### src/rtl/seven_seg_display_ctrl.sv
`default_nettype none
// ============================================================================
// Module   : seven_seg_display_ctrl
// Brief    : Registered N-digit seven-segment driver with hex decode or raw
//            segments per digit, positional blinking and rotate-scrolling.
//            Blinking is compiled in only when SEVEN_SEG_BLINK_EN is defined.
// Revision : 1.0 - initial release
// ============================================================================
module seven_seg_display_ctrl #(
    parameter int NUM_DIGITS = 6,
    parameter int CLK_HZ     = 50_000_000,
    parameter int BLINK_HZ   = 2,
    parameter int SCROLL_DIV = 25_000_000,
    parameter bit ACTIVE_LOW = 1'b1
) (
    input  logic                                                clk,
    input  logic                                                reset,
    input  logic                                                wr_en,
    input  logic [((NUM_DIGITS > 1) ? $clog2(NUM_DIGITS) : 1)-1:0] wr_digit,
    input  logic [7:0]                                          wr_data,
    input  logic                                                wr_raw,
    input  logic [NUM_DIGITS-1:0]                               blink_mask,
    input  logic                                                scroll_en,
    output logic [8*NUM_DIGITS-1:0]                             seg_out,
    output logic                                                blink_phase
);

    localparam int                  c_scroll_w    = (SCROLL_DIV > 1) ? $clog2(SCROLL_DIV) : 1;
    localparam logic [c_scroll_w-1:0] c_scroll_last = c_scroll_w'(SCROLL_DIV - 1);
    localparam logic [7:0]          c_pol         = {8{ACTIVE_LOW}};

    logic [7:0]              data_q [NUM_DIGITS];
    logic [7:0]              data_d [NUM_DIGITS];
    logic [NUM_DIGITS-1:0]   raw_q, raw_d;
    logic [c_scroll_w-1:0]   scroll_cnt_q, scroll_cnt_d;
    logic [8*NUM_DIGITS-1:0] seg_out_q, seg_out_d;
    logic                    w_scroll_step;
    logic                    w_wr_ok;
    logic                    w_phase;
    logic [NUM_DIGITS-1:0]   w_mask;

    function automatic logic [6:0] hex7(input logic [3:0] nib);
        case (nib)
            4'h0: hex7 = 7'h3F;  4'h1: hex7 = 7'h06;  4'h2: hex7 = 7'h5B;  4'h3: hex7 = 7'h4F;
            4'h4: hex7 = 7'h66;  4'h5: hex7 = 7'h6D;  4'h6: hex7 = 7'h7D;  4'h7: hex7 = 7'h07;
            4'h8: hex7 = 7'h7F;  4'h9: hex7 = 7'h6F;  4'hA: hex7 = 7'h77;  4'hB: hex7 = 7'h7C;
            4'hC: hex7 = 7'h39;  4'hD: hex7 = 7'h5E;  4'hE: hex7 = 7'h79;  default: hex7 = 7'h71;
        endcase
    endfunction

    function automatic logic [7:0] digit_segs(input logic [7:0] data, input logic raw);
        digit_segs = {data[7], (raw ? data[6:0] : hex7(data[3:0]))};
    endfunction

`ifdef SEVEN_SEG_BLINK_EN
    localparam int                   c_half       = CLK_HZ / (2 * BLINK_HZ);
    localparam int                   c_blink_w    = (c_half > 1) ? $clog2(c_half) : 1;
    localparam logic [c_blink_w-1:0] c_blink_last = c_blink_w'(c_half - 1);

    logic [c_blink_w-1:0] blink_cnt_q, blink_cnt_d;
    logic                 blink_phase_q, blink_phase_d;

    always_comb begin
        blink_cnt_d   = blink_cnt_q + c_blink_w'(1);
        blink_phase_d = blink_phase_q;
        if (blink_cnt_q == c_blink_last) begin
            blink_cnt_d   = '0;
            blink_phase_d = ~blink_phase_q;
        end
    end

    always_ff @(posedge clk) begin
        if (reset) begin
            blink_cnt_q   <= '0;
            blink_phase_q <= 1'b1;
        end else begin
            blink_cnt_q   <= blink_cnt_d;
            blink_phase_q <= blink_phase_d;
        end
    end

    assign w_phase = blink_phase_q;
    assign w_mask  = blink_mask;
`else
    logic w_unused_blink;
    assign w_unused_blink = ^{blink_mask, 32'(CLK_HZ), 32'(BLINK_HZ)};
    assign w_phase        = 1'b1;
    assign w_mask         = '0;
`endif

    always_comb begin
        w_scroll_step = 1'b0;
        scroll_cnt_d  = '0;
        if (scroll_en) begin
            if (scroll_cnt_q == c_scroll_last) begin
                w_scroll_step = 1'b1;
            end else begin
                scroll_cnt_d = scroll_cnt_q + c_scroll_w'(1);
            end
        end
    end

    assign w_wr_ok = wr_en && (32'(wr_digit) < NUM_DIGITS);

    // Rotation first, then the write lands on the post-rotation slot.
    always_comb begin
        for (int i = 0; i < NUM_DIGITS; i++) begin
            data_d[i] = data_q[i];
            raw_d[i]  = raw_q[i];
            if (w_scroll_step) begin
                data_d[i] = data_q[(i + NUM_DIGITS - 1) % NUM_DIGITS];
                raw_d[i]  = raw_q[(i + NUM_DIGITS - 1) % NUM_DIGITS];
            end
            if (w_wr_ok && (32'(wr_digit) == i)) begin
                data_d[i] = wr_data;
                raw_d[i]  = wr_raw;
            end
        end
    end

    // Decoded from next-state contents so a write shows one cycle later;
    // blink uses the current phase so a phase change lags by one edge.
    always_comb begin
        seg_out_d = '0;
        for (int i = 0; i < NUM_DIGITS; i++) begin
            seg_out_d[8*i +: 8] = c_pol ^ ((!w_phase && w_mask[i]) ? 8'h00
                                           : digit_segs(data_d[i], raw_d[i]));
        end
    end

    always_ff @(posedge clk) begin
        if (reset) begin
            for (int i = 0; i < NUM_DIGITS; i++) begin
                data_q[i] <= '0;
            end
            raw_q        <= '1;
            scroll_cnt_q <= '0;
            seg_out_q    <= {NUM_DIGITS{c_pol}};
        end else begin
            for (int i = 0; i < NUM_DIGITS; i++) begin
                data_q[i] <= data_d[i];
            end
            raw_q        <= raw_d;
            scroll_cnt_q <= scroll_cnt_d;
            seg_out_q    <= seg_out_d;
        end
    end

    assign seg_out     = seg_out_q;
    assign blink_phase = w_phase;

endmodule
`default_nettype wire

### config.mk
export PLATFORM = sky130hd
export DESIGN_NAME = seven_seg_display_ctrl
export DESIGN_NICKNAME = d
export VERILOG_FILES = /design/src/rtl/seven_seg_display_ctrl.sv
export SDC_FILE = /design/constraint.sdc
export NUM_CORES = 1
export LEC_CHECK = 0
export BUFFER_PORTS_ARGS = -buffer_cell sky130_fd_sc_hd__buf_2
export CORE_MARGIN = 3
export CORE_UTILIZATION = 35
export CTS_CLUSTER_SIZE = 16
export DETAILED_ROUTE_END_ITERATION = 10
export GPL_TIMING_DRIVEN = 0
export PLACE_DENSITY = 0.58
export SLEW_MARGIN = 10
export SYNTH_ARGS = -nofsm -noshare
export SYNTH_HDL_FRONTEND = slang
export SYNTH_SLANG_ARGS = --single-unit
export TNS_END_PERCENT = 100
### constraint.sdc
create_clock -name clk -period 7.3 [get_ports clk]
set_input_delay 2.19 -clock clk [delete_from_list [all_inputs] [get_ports clk]]
set_output_delay 2.19 -clock clk [all_outputs]
set_load 0.03 [all_outputs]
## Yosys cells after proc, flatten, opt, wreduce, memory -nomap -nowiden

Memory sizes are Yosys's and may differ from the RTL's.
Index checks and enable logic that the tools add are counted.

| cells by class | value |
|---|---|
| mux-type cells | 41 |
| bitwise gates (word level) | 13 |
| shift operators | 0 |
| $lt $le $gt $ge | 1 |
| reductions and logical operators | 9 |
| div/mod/pow operators | 0 |
| $mul | 0 |
| equal/unequal tests | 6 |
| add/sub/neg operators | 1 |

Operator list:

| kind | number |
|---|---|
| 8-bit two-way mux | 18 |
| 8-bit inverter | 6 |
| 7-bit two-way mux | 6 |
| 25-bit by 1-bit adder with 25-bit output, second input constant | 1 |
| 25-bit equality test, second input constant | 1 |
| 1-bit two-way mux | 17 |
| 1-bit logical AND | 7 |
| 3-bit by 2-bit equality test with 1-bit output, second input constant | 2 |
| 3-bit equality test, second input constant | 2 |
| 1-bit OR | 6 |
| 3-bit by 1-bit equality test with 1-bit output, second input constant | 1 |
| 3-bit logical NOT | 1 |
| 3-bit less-than comparator, second input constant | 1 |
| 3-bit OR reduction | 1 |
| 1-bit inverter | 1 |

| storage, ports and cells | value |
|---|---|
| latch bits | 0 |
| memories kept | 7 |
| register bits after elaboration | 79 |
| input bits | 22 |
| ROM bits | 672 |
| bits in writable memories | 48 |

Memory list:

| memory | depth | bits a word | rd ports | clocked after Yosys merged registers in | write ports | RTL line | RTL |
|---|---|---|---|---|---|---|---|
| (no name shown) | 16 | 7 | 1 | 0 | 0 | 43 | `case (nib)` |
| (no name shown) | 16 | 7 | 1 | 0 | 0 | 43 |  |
| (no name shown) | 16 | 7 | 1 | 0 | 0 | 43 |  |
| (no name shown) | 16 | 7 | 1 | 0 | 0 | 43 |  |
| (no name shown) | 16 | 7 | 1 | 0 | 0 | 43 |  |
| (no name shown) | 16 | 7 | 1 | 0 | 0 | 43 |  |
| 1 more memories | n/a | n/a | n/a | n/a | n/a | n/a |  |

## Logic depth before layout (Yosys ltp)

An unclocked memory read counts as a cell.

| depth | value |
|---|---|
| word-level depth | 8 |
| mapped depth | 12 |

## Least setup slack after synthesis

Ideal clock, no wire load.

| timing path | value |
|---|---|
| path kind | input to register |
| from | in wr_en |
| to | reg seg_out_q[36] (netlist: seg_out[36]) |
| cell stages on the path | 10 |
| path slack | 3014 ps |
| arrival | 4150 ps |
| path buffers | 1 |
| setup time | 136 ps |
| required time | 7164 ps |
| path through | nor2b_1 nand2_1 clkbuf_1 nor2_1 a31oi_1 inv_1 ha_1 mux2_2 a21oi_1 o22ai_1 |

RTL lines:

| what | RTL line | RTL |
|---|---|---|
| start, declared | 18 | `input logic wr_en,` |
| end signal, assigned | 138 | `seg_out_q <= {NUM_DIGITS{c_pol}};` |
| end signal, assigned | 145 | `seg_out_q <= seg_out_d;` |
| end, declared | 36 | `logic [8*NUM_DIGITS-1:0] seg_out_q, seg_out_d;` |

==> reports/metrics.csv <==
metric,value,unit
status,"complete, no violations",
share of cells above drive strength 1,18.96,%
most frequent cell after synthesis,nor2_1,
top-area cell type share of the netlist area,37.69,%
Worst IR Drop VDD,153.5,µV
FF-to-FF setup slack,3.77,ns
# H-tree levels,4,
CTS buffer count,17,
Final nets,925,
Final Critical Period,4.699,ns
most frequent CP cell,nand3_1,
vias in the first global route,5593,
Die Height,144.8,µm
sequential element share of the synthesized area,37.69,%
Rel. slew slack,45.86,%
met3 GRT Util,4.666,%
Hold WC Path Type,flop to flop,
net switching power,463.9,µW
CP endpoint kind,flop,
largest net degree at the start of global routing,17,
n_diodes,0,
Die Wd,144.8,µm
MaxCap Viol Count,0,
Worst Path Max Fanout,10,
slew at the pin closest to its max-slew limit,0.8121,ns
CP arrival,4.95,ns
Vias,6005,
power share of the clock group,48.9,%
Crit path largest cell delay,0.55,ns
Detail Route Antenna Nets,0,
core area,0.01883,mm²
cts repair resizes,0,
placement-stage cell area,0.007386,mm²
WL final,18870,µm
initial antenna violation count,0,
Unique masters post-synth,77,
fmax,212.8,MHz
gr busiest metal,met2,
critical-path cell list,"buf_2, nand3_1, nor4_4, buf_4, nand3_1, a31oi_1, inv_1, ha_1, and2_1, a211oi_1, o221ai_1",
CP Data Required Time,7.55,ns
die area,0.02097,mm²
first-pass GRT wire length,30080,µm
postcts setup bufs,0,
CTS tree,built,
crit path max-delay cell type,a31oi_1,
DRC,0,
Seq pwr share,40.4,%
# setup viols final,0,
Pleak,0.002977,µW
Clock Path Buffers,2,
switching share of power,25.78,%
GPL Wtd Cong,0.8841,
CP Class,input pin to flop,
Sequential Area,0.002542,mm²
Synth area leaders,"dfxtp_1, nor2_1, ha_1",
register bit count reported by yosys,127,
area of the multi-input gates,0.003871,mm²
CP top delay family,compound AO/OA/AOI/OAI gates,
Sink Count,127,
via density per instance,5.263,
drt wl/cell,16.53,µm
Avg Synthesized Cell Area,8.571,µm²
DR iter-0 viols,468,
Final Hold Viols,0,
Bufs and invs on worst path,3,
unrepaired setup endpoints after global routing,no,
"FFs w/ async S/R, synth",0,%
PortBufs,63,
Initial Utilization,35.82,%
Fin Setup TNS,0,ns
Hold Buf Count CTS,0,
Int Pwr,1335,µW
Synth-to-Final Area Change,18.61,%
fin area,0.008000,mm²
final worst clock skew,0.009777,ns
Total Routing Usage GR,18.42,%
drt pass-1 iters,7,
PD cells,224.9,mW/mm²
Layout Cells excl Fill,1141,
M2 GR Usage,28.42,%
HPWL after detailed placement,13890,µm
Syn Nets,843,
Fillers,1894,
Final Max Slew Viols,0,
Mapped Area,0.006745,mm²
final period utilization,64.37,%
CTS root buffer,clkbuf_16,
Row Count,50,
global route total overflow,0,
"Clk Latency, worst-skew pair",0.42,ns
Worst-path clk slew,0.06,ns
"EDFF count, synth",0,
GR Layer Usage met1,25.88,%
Boundary Pins,71,
Post-synth top cells,"nor2_1, dfxtp_1, nand2_1",
Inst Count DP,1110,
Logic pwr share,10.7,%
Worst setup SP type,input pin,
leading area contributor after synthesis,dfxtp_1,
post-synthesis cell count,787,
Main synth FF type,dfxtp_1,
synth warn,0,
==> final timing paths <==
check	to	depth (start not counted)	from
hold reg to reg	scroll_cnt_q[0]$_SDFF_PP0_	1	scroll_cnt_q[0]$_SDFF_PP0_
hold / removal	scroll_cnt_q[0]$_SDFF_PP0_	1	scroll_cnt_q[0]$_SDFF_PP0_
setup reg to reg	seg_out[35]$_SDFF_PP1_	11	scroll_cnt_q[0]$_SDFF_PP0_
setup / recovery	seg_out[35]$_SDFF_PP1_	11	scroll_en
==> cells in the final DEF, fill, tap and decap left out, types with 15 or more instances in the layout <==
cell,n
dfxtp_1,127
o21ai_0,23
o21ai_1,16
clkbuf_16,17
nor2_1,130
a31o_2,15
a21oi_1,27
a311oi_1,15
xnor2_1,15
ha_1,34
nand3_1,37
nand2_1,73
mux2i_1,16
buf_2,73
clkbuf_1,18
inv_1,30
==> stage by stage <==
stage / setup slack [ns] / utilization [%] / hold WS (ns) / power (µW)
global placement: 2.203 / 39.22 / 0.4435 / 932.1
detailed placement: 2.230 / 39.22 / 0.4517 / 932.3
finish: 2.601 / 42.49 / 0.4601 / 1799
floorplan: 3.014 / - / 0.4303 / 873.0
CTS: 2.664 / 42.49 / 0.4664 / 1813
global route: 2.453 / 42.49 / 0.4987 / 1867
==> cells by family (layout without fill, tap and decap cells) <==
family | after synthesis | in the layout | synth area share [%]
AOI/OAI and AO/OA | 191 | 191 | 21.63
xor gates and xnor gates | 24 | 24 | 3.116
adders and majority gates | 34 | 34 | 6.307
buffers and inverters | 70 | 164 | 4.916
DFF | 127 | 127 | 37.69
muxes | 23 | 23 | 3.543
other | 1 | 1 | 0.05559
and+or+nand+nor | 317 | 317 | 22.74
==> state kept, by name (all words and copies together), names as in the netlist <==
register / cells
data_q: 48
raw_q: 6
scroll_cnt_q: 25
seg_out: 48
==> routing by layer <==
layer,up-vias,part of all wire [%]
li1,3001,-
met2,156,45
met3,15,6.3
met5,-,0
met1,2833,48
met4,0,0.90
==> final cells by class <==
cell class              instances  share of cell area (%)
clock inverters                12                   2.018
inverters                      32                   1.501
flip-flops and latches        127                   31.78
multi-input cells             590                   48.39
clock buffers                  19                   5.662
repair buffers                 63                   3.941
well taps                     260                   4.066
plain buffers                  38                   2.643
==> power by group through the flow <==
stage / logic, µW / clock network (µW) / registers (µW)
final: 192 / 880 / 727
after global routing: 211 / 927 / 729
after CTS: 191 / 895 / 727
after detailed placement: 191 / 0 / 742
after global placement: 190 / 0 / 742
after floorplan: 105 / 0 / 768
==> worst reg2reg max path, stage by stage, from the launching register on <==
cell and delay, ns:
dfxtp_1 0.37, ha_1 0.24, nand3_4 0.16, nor4_4 0.57, buf_4 0.28, nand3_1 0.10, a31oi_1 0.55, inv_1 0.24
ha_1 0.31, and2_1 0.16, a211oi_1 0.23, o221ai_1 0.16
(Power assumes the default switching activity.)
